[src/rtl/run_ctrl_pkg.sv]
// Shared types and default sizes for the run_ctrl host-side run initiator.
package run_ctrl_pkg;

    localparam int AW_DEF      = 8;
    localparam int DW_DEF      = 8;
    localparam int RST_CYC_DEF = 2;
    localparam int TW_DEF      = 16;
    localparam int TIMEOUT_DEF = 4096;

    typedef enum logic [2:0] {
        IDLE  = 3'd0,
        LOAD  = 3'd1,
        PRST  = 3'd2,
        RUN   = 3'd3,
        DRAIN = 3'd4,
        FIN   = 3'd5
    } state_e;

endpackage

[src/rtl/run_ctrl_timer.sv]
// rc_timer: loadable up-counter with synchronous clear, enable and terminal-count flag.
module rc_timer #(
    parameter int W = 8
) (
    input  logic         clk,
    input  logic         reset_n,
    input  logic         clr,
    input  logic         load,
    input  logic [W-1:0] load_val,
    input  logic         en,
    input  logic [W-1:0] tc_val,
    output logic [W-1:0] cnt,
    output logic         tc
);

    logic [W-1:0] cnt_q;

    // Counter register; clear beats load beats enable.
    always_ff @(posedge clk or negedge reset_n) begin
        if (!reset_n) begin
            cnt_q <= {W{1'b0}};
        end else if (clr) begin
            cnt_q <= {W{1'b0}};
        end else if (load) begin
            cnt_q <= load_val;
        end else if (en) begin
            cnt_q <= cnt_q + W'(1);
        end else begin
            cnt_q <= cnt_q;
        end
    end

    assign cnt = cnt_q;
    assign tc  = (cnt_q == tc_val);

endmodule

[src/rtl/run_ctrl.sv]
// run_ctrl: preload, reset/release, run with timeout, then drain a result window.
// Optional macro RUN_CTRL_CYCLE_CNT_EN adds the cycles output (RUN length latch).
module run_ctrl
    import run_ctrl_pkg::*;
#(
    parameter int AW      = AW_DEF,
    parameter int DW      = DW_DEF,
    parameter int RST_CYC = RST_CYC_DEF,
    parameter int TW      = TW_DEF,
    parameter int TIMEOUT = TIMEOUT_DEF
) (
    input  logic          clk,
    input  logic          reset_n,
    input  logic          start,
    input  logic [AW-1:0] rd_base,
    input  logic [AW:0]   rd_count,
    output logic          busy,
    input  logic          ld_valid,
    output logic          ld_ready,
    input  logic [AW-1:0] ld_addr,
    input  logic [DW-1:0] ld_data,
    input  logic          ld_last,
    output logic          mem_wr_en,
    output logic [AW-1:0] mem_addr,
    output logic [DW-1:0] mem_wdata,
    input  logic [DW-1:0] mem_rdata,
    output logic          proc_reset,
    output logic          req,
    input  logic          proc_done,
    output logic          res_valid,
    input  logic          res_ready,
    output logic [DW-1:0] res_data,
    output logic          fin,
    output logic          timeout
`ifdef RUN_CTRL_CYCLE_CNT_EN
    ,
    output logic [TW-1:0] cycles
`endif
);

    localparam int          CW        = AW + 1;
    localparam logic [TW-1:0] PRST_LAST = TW'(RST_CYC - 1);
    localparam logic [TW-1:0] RUN_LAST  = TW'(TIMEOUT - 1);

    state_e        state_q;
    logic [AW-1:0] rd_base_q;
    logic [CW-1:0] rd_count_q;
    logic          timeout_q;

    logic          tmr_clr_s;
    logic          tmr_en_s;
    logic [TW-1:0] tmr_tc_val_s;
    logic [TW-1:0] tmr_cnt_s;
    logic          tmr_tc_s;

    logic          idx_clr_s;
    logic [CW-1:0] idx_tc_val_s;
    logic [CW-1:0] idx_cnt_s;
    logic          idx_tc_s;

    logic [CW-1:0] rd_addr_s;
    logic          rd_addr_unused_s;

    // One timer serves PRST (hold length) and RUN (timeout); it restarts at each phase entry.
    always_comb begin
        tmr_en_s     = (state_q == PRST) || (state_q == RUN);
        tmr_clr_s    = !tmr_en_s || ((state_q == PRST) && tmr_tc_s);
        tmr_tc_val_s = (state_q == PRST) ? PRST_LAST : RUN_LAST;
        idx_clr_s    = (state_q != DRAIN);
        idx_tc_val_s = rd_count_q - CW'(1);
    end

    rc_timer #(.W(TW)) u_run_tmr (
        .clk      (clk),
        .reset_n  (reset_n),
        .clr      (tmr_clr_s),
        .load     (1'b0),
        .load_val ({TW{1'b0}}),
        .en       (tmr_en_s),
        .tc_val   (tmr_tc_val_s),
        .cnt      (tmr_cnt_s),
        .tc       (tmr_tc_s)
    );

    rc_timer #(.W(CW)) u_idx_tmr (
        .clk      (clk),
        .reset_n  (reset_n),
        .clr      (idx_clr_s),
        .load     (1'b0),
        .load_val ({CW{1'b0}}),
        .en       (res_ready),
        .tc_val   (idx_tc_val_s),
        .cnt      (idx_cnt_s),
        .tc       (idx_tc_s)
    );

    // Sequencer: state, captured window and sticky timeout flag.
    always_ff @(posedge clk or negedge reset_n) begin
        if (!reset_n) begin
            state_q    <= IDLE;
            rd_base_q  <= {AW{1'b0}};
            rd_count_q <= {CW{1'b0}};
            timeout_q  <= 1'b0;
        end else begin
            case (state_q)
                IDLE: begin
                    if (start) begin
                        rd_base_q  <= rd_base;
                        rd_count_q <= rd_count;
                        timeout_q  <= 1'b0;
                        state_q    <= LOAD;
                    end else begin
                        state_q <= IDLE;
                    end
                end
                LOAD: begin
                    if (ld_valid && ld_last) begin
                        state_q <= PRST;
                    end else begin
                        state_q <= LOAD;
                    end
                end
                PRST: begin
                    if (tmr_tc_s) begin
                        state_q <= RUN;
                    end else begin
                        state_q <= PRST;
                    end
                end
                RUN: begin
                    // done takes priority over a coincident timeout
                    if (proc_done) begin
                        state_q <= (rd_count_q == {CW{1'b0}}) ? FIN : DRAIN;
                    end else if (tmr_tc_s) begin
                        timeout_q <= 1'b1;
                        state_q   <= FIN;
                    end else begin
                        state_q <= RUN;
                    end
                end
                DRAIN: begin
                    if (res_ready && idx_tc_s) begin
                        state_q <= FIN;
                    end else begin
                        state_q <= DRAIN;
                    end
                end
                FIN: begin
                    state_q <= IDLE;
                end
                default: begin
                    state_q <= IDLE;
                end
            endcase
        end
    end

    assign rd_addr_s        = {1'b0, rd_base_q} + idx_cnt_s;
    assign rd_addr_unused_s = rd_addr_s[AW];

    assign busy       = (state_q != IDLE);
    assign ld_ready   = (state_q == LOAD);
    assign mem_wr_en  = ld_ready && ld_valid;
    assign mem_addr   = (state_q == LOAD)  ? ld_addr :
                        (state_q == DRAIN) ? rd_addr_s[AW-1:0] : {AW{1'b0}};
    assign mem_wdata  = (state_q == LOAD)  ? ld_data : {DW{1'b0}};
    assign proc_reset = (state_q != RUN);
    assign req        = (state_q == RUN) && (tmr_cnt_s == {TW{1'b0}});
    assign res_valid  = (state_q == DRAIN);
    assign res_data   = (state_q == DRAIN) ? mem_rdata : {DW{1'b0}};
    assign fin        = (state_q == FIN);
    assign timeout    = timeout_q;

`ifdef RUN_CTRL_CYCLE_CNT_EN
    logic [TW-1:0] cycles_q;

    // Latch RUN length (req cycle through done/timeout cycle) on leaving RUN.
    always_ff @(posedge clk or negedge reset_n) begin
        if (!reset_n) begin
            cycles_q <= {TW{1'b0}};
        end else if ((state_q == RUN) && (proc_done || tmr_tc_s)) begin
            cycles_q <= tmr_cnt_s + TW'(1);
        end else begin
            cycles_q <= cycles_q;
        end
    end

    assign cycles = cycles_q;
`endif

endmodule

[config.mk]
export PLATFORM = sky130hd
export DESIGN_NAME = run_ctrl
export DESIGN_NICKNAME = d
export VERILOG_FILES = /design/src/rtl/run_ctrl_pkg.sv /design/src/rtl/run_ctrl_timer.sv /design/src/rtl/run_ctrl.sv
export SDC_FILE = /design/constraint.sdc
export NUM_CORES = 1
export LEC_CHECK = 0
export BUFFER_PORTS_ARGS = -buffer_cell sky130_fd_sc_hd__buf_2
export CAP_MARGIN = 15
export CELL_PAD_IN_SITES_DETAIL_PLACEMENT = 1
export CELL_PAD_IN_SITES_GLOBAL_PLACEMENT = 1
export CORE_MARGIN = 2
export CORE_UTILIZATION = 42
export DETAILED_ROUTE_END_ITERATION = 10
export HOLD_SLACK_MARGIN = 0.1
export PLACE_DENSITY = 0.91
export SLEW_MARGIN = 30
export SYNTH_ARGS = -nofsm -noshare
export SYNTH_HDL_FRONTEND = slang
export SYNTH_SLANG_ARGS = --single-unit
[constraint.sdc]
create_clock -name clk -period 5.73 [get_ports clk]
set_clock_uncertainty 0.2 [all_clocks]
set_input_delay 1.146 -clock clk [delete_from_list [all_inputs] [get_ports clk]]
set_output_delay 1.146 -clock clk [all_outputs]
set_load 0.05 [all_outputs]
* Word-level counts from Yosys, hierarchy flattened
Index checks and enable logic that the tools add are counted.
** Storage, ports and cells
- Bits in registers :: 46
- Input port bits :: 48
- Output and inout port bits :: 32
- Word-level logic and storage cells :: 60
** Cells by class
- Add/sub/neg operators :: 4
- Equality and inequality tests :: 12
- Muxes and demuxes :: 21
- Reduce and logical (&&, ||, !) cells :: 17
** Operators with widths (number)
- two-way mux 16 bit :: 2
- two-way mux 8 bit :: 4
- two-way mux 9 bit :: 2
- adder 16 x 1 -> 16 bit (second input constant) :: 1
- equality test 16 x 12 -> 1 bit :: 1
- logical NOT 16 bit :: 1
- one-hot mux 3 bit (5 select lines) :: 1
- two-way mux 12 bit :: 1
- adder 9 x 1 -> 9 bit (second input constant) :: 1
- equality test 9 bit :: 1
- logical NOT 9 bit :: 1
- subtractor 9 x 1 -> 9 bit (second input constant) :: 1
- adder 8 bit :: 1
- two-way mux 1 bit :: 7
- equality test 3 x 2 -> 1 bit (second input constant) :: 2
- equality test 3 bit (second input constant) :: 2
- two-way mux 3 bit :: 2
- != test 2 bit (second input constant) :: 3
- nonzero test 2 bit :: 3
- logical AND 1 bit :: 5
- AND reduction 4 bit :: 1
- equality test 3 x 1 -> 1 bit (second input constant) :: 1
- logical NOT 3 bit :: 1
- != test 3 x 2 -> 1 bit (second input constant) :: 1
- 7 further kinds :: 8

* Logic depth before layout (Yosys ltp)
- Depth after elaboration :: 6
- Mapped depth :: 7
- Mapped depth without buffers :: 7

* Cells and area by module
A second synthesis with hierarchy kept.
** Second synthesis, totals
- Cell total of the unflattened synthesis :: 371
- Area, all modules :: 3499.6 µm²
** By module, submodules not included
- run_ctrl :: times used 1, cells each 170, area each 1662.8 µm², seq. area each 525.5 µm²
- rc_timer at u_run_tmr :: times used 1, cells each 134, area each 1226.2 µm², seq. area each 400.4 µm²
- rc_timer at u_idx_tmr :: times used 1, cells each 67, area each 610.6 µm², seq. area each 225.2 µm²

* Least setup slack after synthesis
No wires, ideal clock.
- Kind :: register -> output
- Start point :: register u_idx_tmr.cnt_q[0] (netlist: u_idx_tmr.cnt[0])
- End point :: output port mem_addr[6]
- Data arrival time :: 2.730 ns
- Data required time :: 4.384 ns
- Path slack :: 1.654 ns
- Stages on the path, launching flop included :: 8
- Buffers on the path :: 0
- Cells stage by stage :: dfrtp_1 > ha_1 > fa_1 > a21o_1 > a21oi_1 > o211ai_1 > xnor2_1 > o21ai_0
** On the way
- Word-level cells in the longest chain between the ends :: 3
** Ends and longest elaborated chain
- from (decl) :: line run_ctrl_timer.sv:16 : logic [W-1:0] cnt_q;
- from (signal assigned) :: line run_ctrl_timer.sv:21 : cnt_q <= {W{1'b0}};
- from (signal assigned) :: line run_ctrl_timer.sv:23 : cnt_q <= {W{1'b0}};
- from (signal assigned) :: line run_ctrl_timer.sv:25 : cnt_q <= load_val;
- adder 8 bit :: line run_ctrl.sv:158 : assign rd_addr_s = {1'b0, rd_base_q} + idx_cnt_s;
- two-way mux 8 bit :: line run_ctrl.sv:165 : (state_q == DRAIN) ? rd_addr_s[AW-1:0] : {AW{1'b0}};
- two-way mux 8 bit :: line run_ctrl.sv:164 : assign mem_addr = (state_q == LOAD) ? ld_addr :
- to (decl) :: line run_ctrl.sv:24 : output logic [AW-1:0] mem_addr,
Every way passes these cells.

* Worst setup path after layout
Ends and elaborated chain as after synthesis.

==> out/qor.yml <==
outcome: "complete, no violations"
vias: 2473
dieHeight_um: 85.11
grt_max_degree: 47
io_buffers: 79
place_hpwl_um: 5808
startpoint: "u_idx_tmr.cnt[0]"
fmaxAchievable_ghz: 0.2581
synth.avg_cell_area_um2: 9.429
synth_top_family_by_area: "simple AND/OR/NAND/NOR gates"
yosysWarnings: 0
hold_path.startpoint: "rd_base_q[6]"
whs_path_depth: 1
route.detailed.drc: 0
slowest_stage: "dfrtp_1"
gp_congestion: 0.8322
h-tree-depth: 2
synth_edf_count: 0
powerDensity_nw_per_um2: 421.0
hold_end: "rd_base_q[6]"
vdd_drop_max_mv: 0.2983
ys.flop_type: "dfrtp_1"
criticalPathCategory: "flip-flop to output port"
p_leak_nw: 1.606
antenna_found_initial: 0
cp.required_ps: 4380
synthAdderAreaFrac: 0.05707
path_clk_slew_ps: 80
post-route-period-util: 0.6763
reg2reg_to: "state_q[0]"
netlist_instances: 293
rr_startpoint: "rd_count_q[3]"
synth_xor_area_frac: 0.1173
syn_area_um2: 2763
worstRegToRegCells: 5
r2r_slack_ps: 3370
synthToLayoutAreaGrowth_pct: 20.56
fp.dieArea_um2: 7243
cts_buffers: 5
num-nets-final: 434
cts.sinks: 46
worstPathMaxFanout: 5
yosys_register_bits: 46
finalSetupTns_ps: 0
final_cell_area_um2: 3331
place_area_um2: 3246
async_flop_share: 1.000
hold_viol: 0
initialDrtViolationCount: 108
drive_gt1_frac: 0.2487
die_w_um: 85.11
coreArea_um2: 6350
cts_setup_buffers: 0
cts_buffer_depth: 2
tightest_slew_ps: 635.5
placed_cells: 444
drv_slew: 0
hp-class: "flip-flop to flip-flop"
cts_resized: 0
root_buffer: "clkbuf_8"
grt-ovfl-total: 0
endpoint_kind: "output port"
postRouteAntennaNets: 0
yosysUniqueCellTypes: 46
routed_via_density: 5.483
start_util: 0.4351
ys_seq_area_frac: 0.4167
io_pins: 80
firstDrtPassIters: 4
setup_viol: 0
relSlewSlack: 0.5759
synth.mux.area_fraction: 0.06476
synth-compound-area-share: 0.08152
arrival_ps: 2530
hold_buffers: 0
insertedDiodeCount: 0
fin_cells: 451
grtUsageTotal: 0.2168
maxCapViolCount: 0
start_kind: "flip-flop"
clk_latency_ps: 300
cts_tree: "done"
synth-simple-area-share: 0.2378
rows: 29
wl_per_cell_um: 16.56
grt_pass1_vias: 2566
grt_pass1_wl_um: 12440
synth_nets: 353
drt-total-wl_um: 7469
rsz0062_at_grt: "no"
cp_slowest_stage_delay_ps: 460
crit_chain: "ha_1 > fa_1 > a21o_1 > a21oi_1 > o211ai_1 > xnor2_1 > o21ai_0 > buf_2"
final_util: 0.5245
finalCriticalPeriod_ps: 3875
cell type report:
class	instances	area, um2
Tap cell	77	96.34
Fill cell	776	3019
Clock buffer	5	68.82
Multi-Input combinational cell	229	1554
Inverter	12	45.04
Timing Repair Buffer	80	405.4
Sequential cell	46	1151
Clock inverter	2	10.01
state kept, by name (all words and copies together) (netlist names):
name	count
u_run_tmr.cnt	16
rd_count_q	9
u_idx_tmr.cnt	9
rd_base_q	8
state_q	3
timeout	1
stage by stage:
step	hold WS (ps)	setup slack [ps]	total power [mW]
2_1_floorplan	264.9	1654	1.020
3_3_place_gp	274.6	2265	1.179
3_5_place_dp	298.8	2184	1.216
4_1_cts	318.1	1857	1.410
5_1_grt	331.0	1672	1.492
6_report	312.2	1855	1.402
worst max-delay path: cells and delay by family (launching register included):
kind                       cells  cell delay [ps]
buffers and inverters          1              290
AOI/OAI and AO/OA              4              680
xor gates and xnor gates       1              140
DFF                            1              460
adders and majority gates      2              660
power by group:
| part | total [mW] | internal, mW | switching (mW) |
|---|---|---|---|
| clock | 0.189 | 0.0820 | 0.107 |
| combinational | 0.729 | 0.243 | 0.486 |
| sequential | 0.485 | 0.400 | 0.0850 |
| total | 1.40 | 0.724 | 0.678 |
placed cells by master (no fill, tap or decap), drive strengths merged, types with 5 or more instances in the layout:
cell type	netlist	final
buf	1	80
dfrtp	46	46
nor2	40	40
nand2	25	25
xor2	19	19
xnor2	18	18
mux2	15	15
inv	12	12
and3	11	11
ha	11	11
o21ai	11	11
and2	9	9
nand4	8	8
nand3	7	7
a21oi	6	6
or3	5	5
nor3	5	5
clkbuf	5	5
per-layer routing:
layer  global-route usage  vias up  routed length (um)
met5                    0        -                   0
met4              0.07504        0                 148
met3              0.03696       11                 452
met2               0.3871       81                3834
met1               0.2633     1200                3033
li1                     -     1181                   -
worst max path at each step:
stage / endpoint / depth (start not counted)
4_1_cts: mem_addr[6] / 8
2_1_floorplan: mem_addr[6] / 7
5_1_grt: mem_addr[6] / 8
3_5_place_dp: mem_addr[6] / 8
3_3_place_gp: mem_addr[6] / 8
6_report: mem_addr[6] / 8
cells in the mapped netlist (2+ instances only):
master | n | share of area
dfrtp_1 | 46 | 0.42
nor2_1 | 40 | 0.054
nand2_1 | 25 | 0.034
xor2_1 | 19 | 0.060
xnor2_1 | 18 | 0.057
mux2_1 | 12 | 0.049
and3_1 | 11 | 0.025
ha_1 | 11 | 0.050
inv_1 | 11 | 0.015
and2_1 | 9 | 0.020
o21ai_0 | 9 | 0.016
nand4_1 | 8 | 0.018
nand3_1 | 7 | 0.013
a21oi_1 | 6 | 0.011
clkbuf_1 | 5 | 0.0068
nor3_1 | 5 | 0.0091
or3_1 | 5 | 0.011
a22o_1 | 3 | 0.0095
and4_1 | 3 | 0.0095
mux2_2 | 3 | 0.012
nor2b_1 | 3 | 0.0068
nor4_1 | 3 | 0.0068
o211ai_1 | 3 | 0.0082
a31oi_1 | 2 | 0.0045
nand2b_1 | 2 | 0.0045
nand3b_1 | 2 | 0.0054
o21ai_1 | 2 | 0.0036
or2_1 | 2 | 0.0045
logic make-up after synthesis:
| logic type | Yosys count |
|---|---|
| AND/OR/NAND/NOR | 130 |
| XOR/XNOR | 37 |
| buffers and inverters | 18 |
| adder cells (fa/ha/maj) | 12 |
| AO/OA/AOI/OAI | 34 |
| flip-flops | 46 |
| multiplexers | 16 |
(Power assumes the default switching activity.)
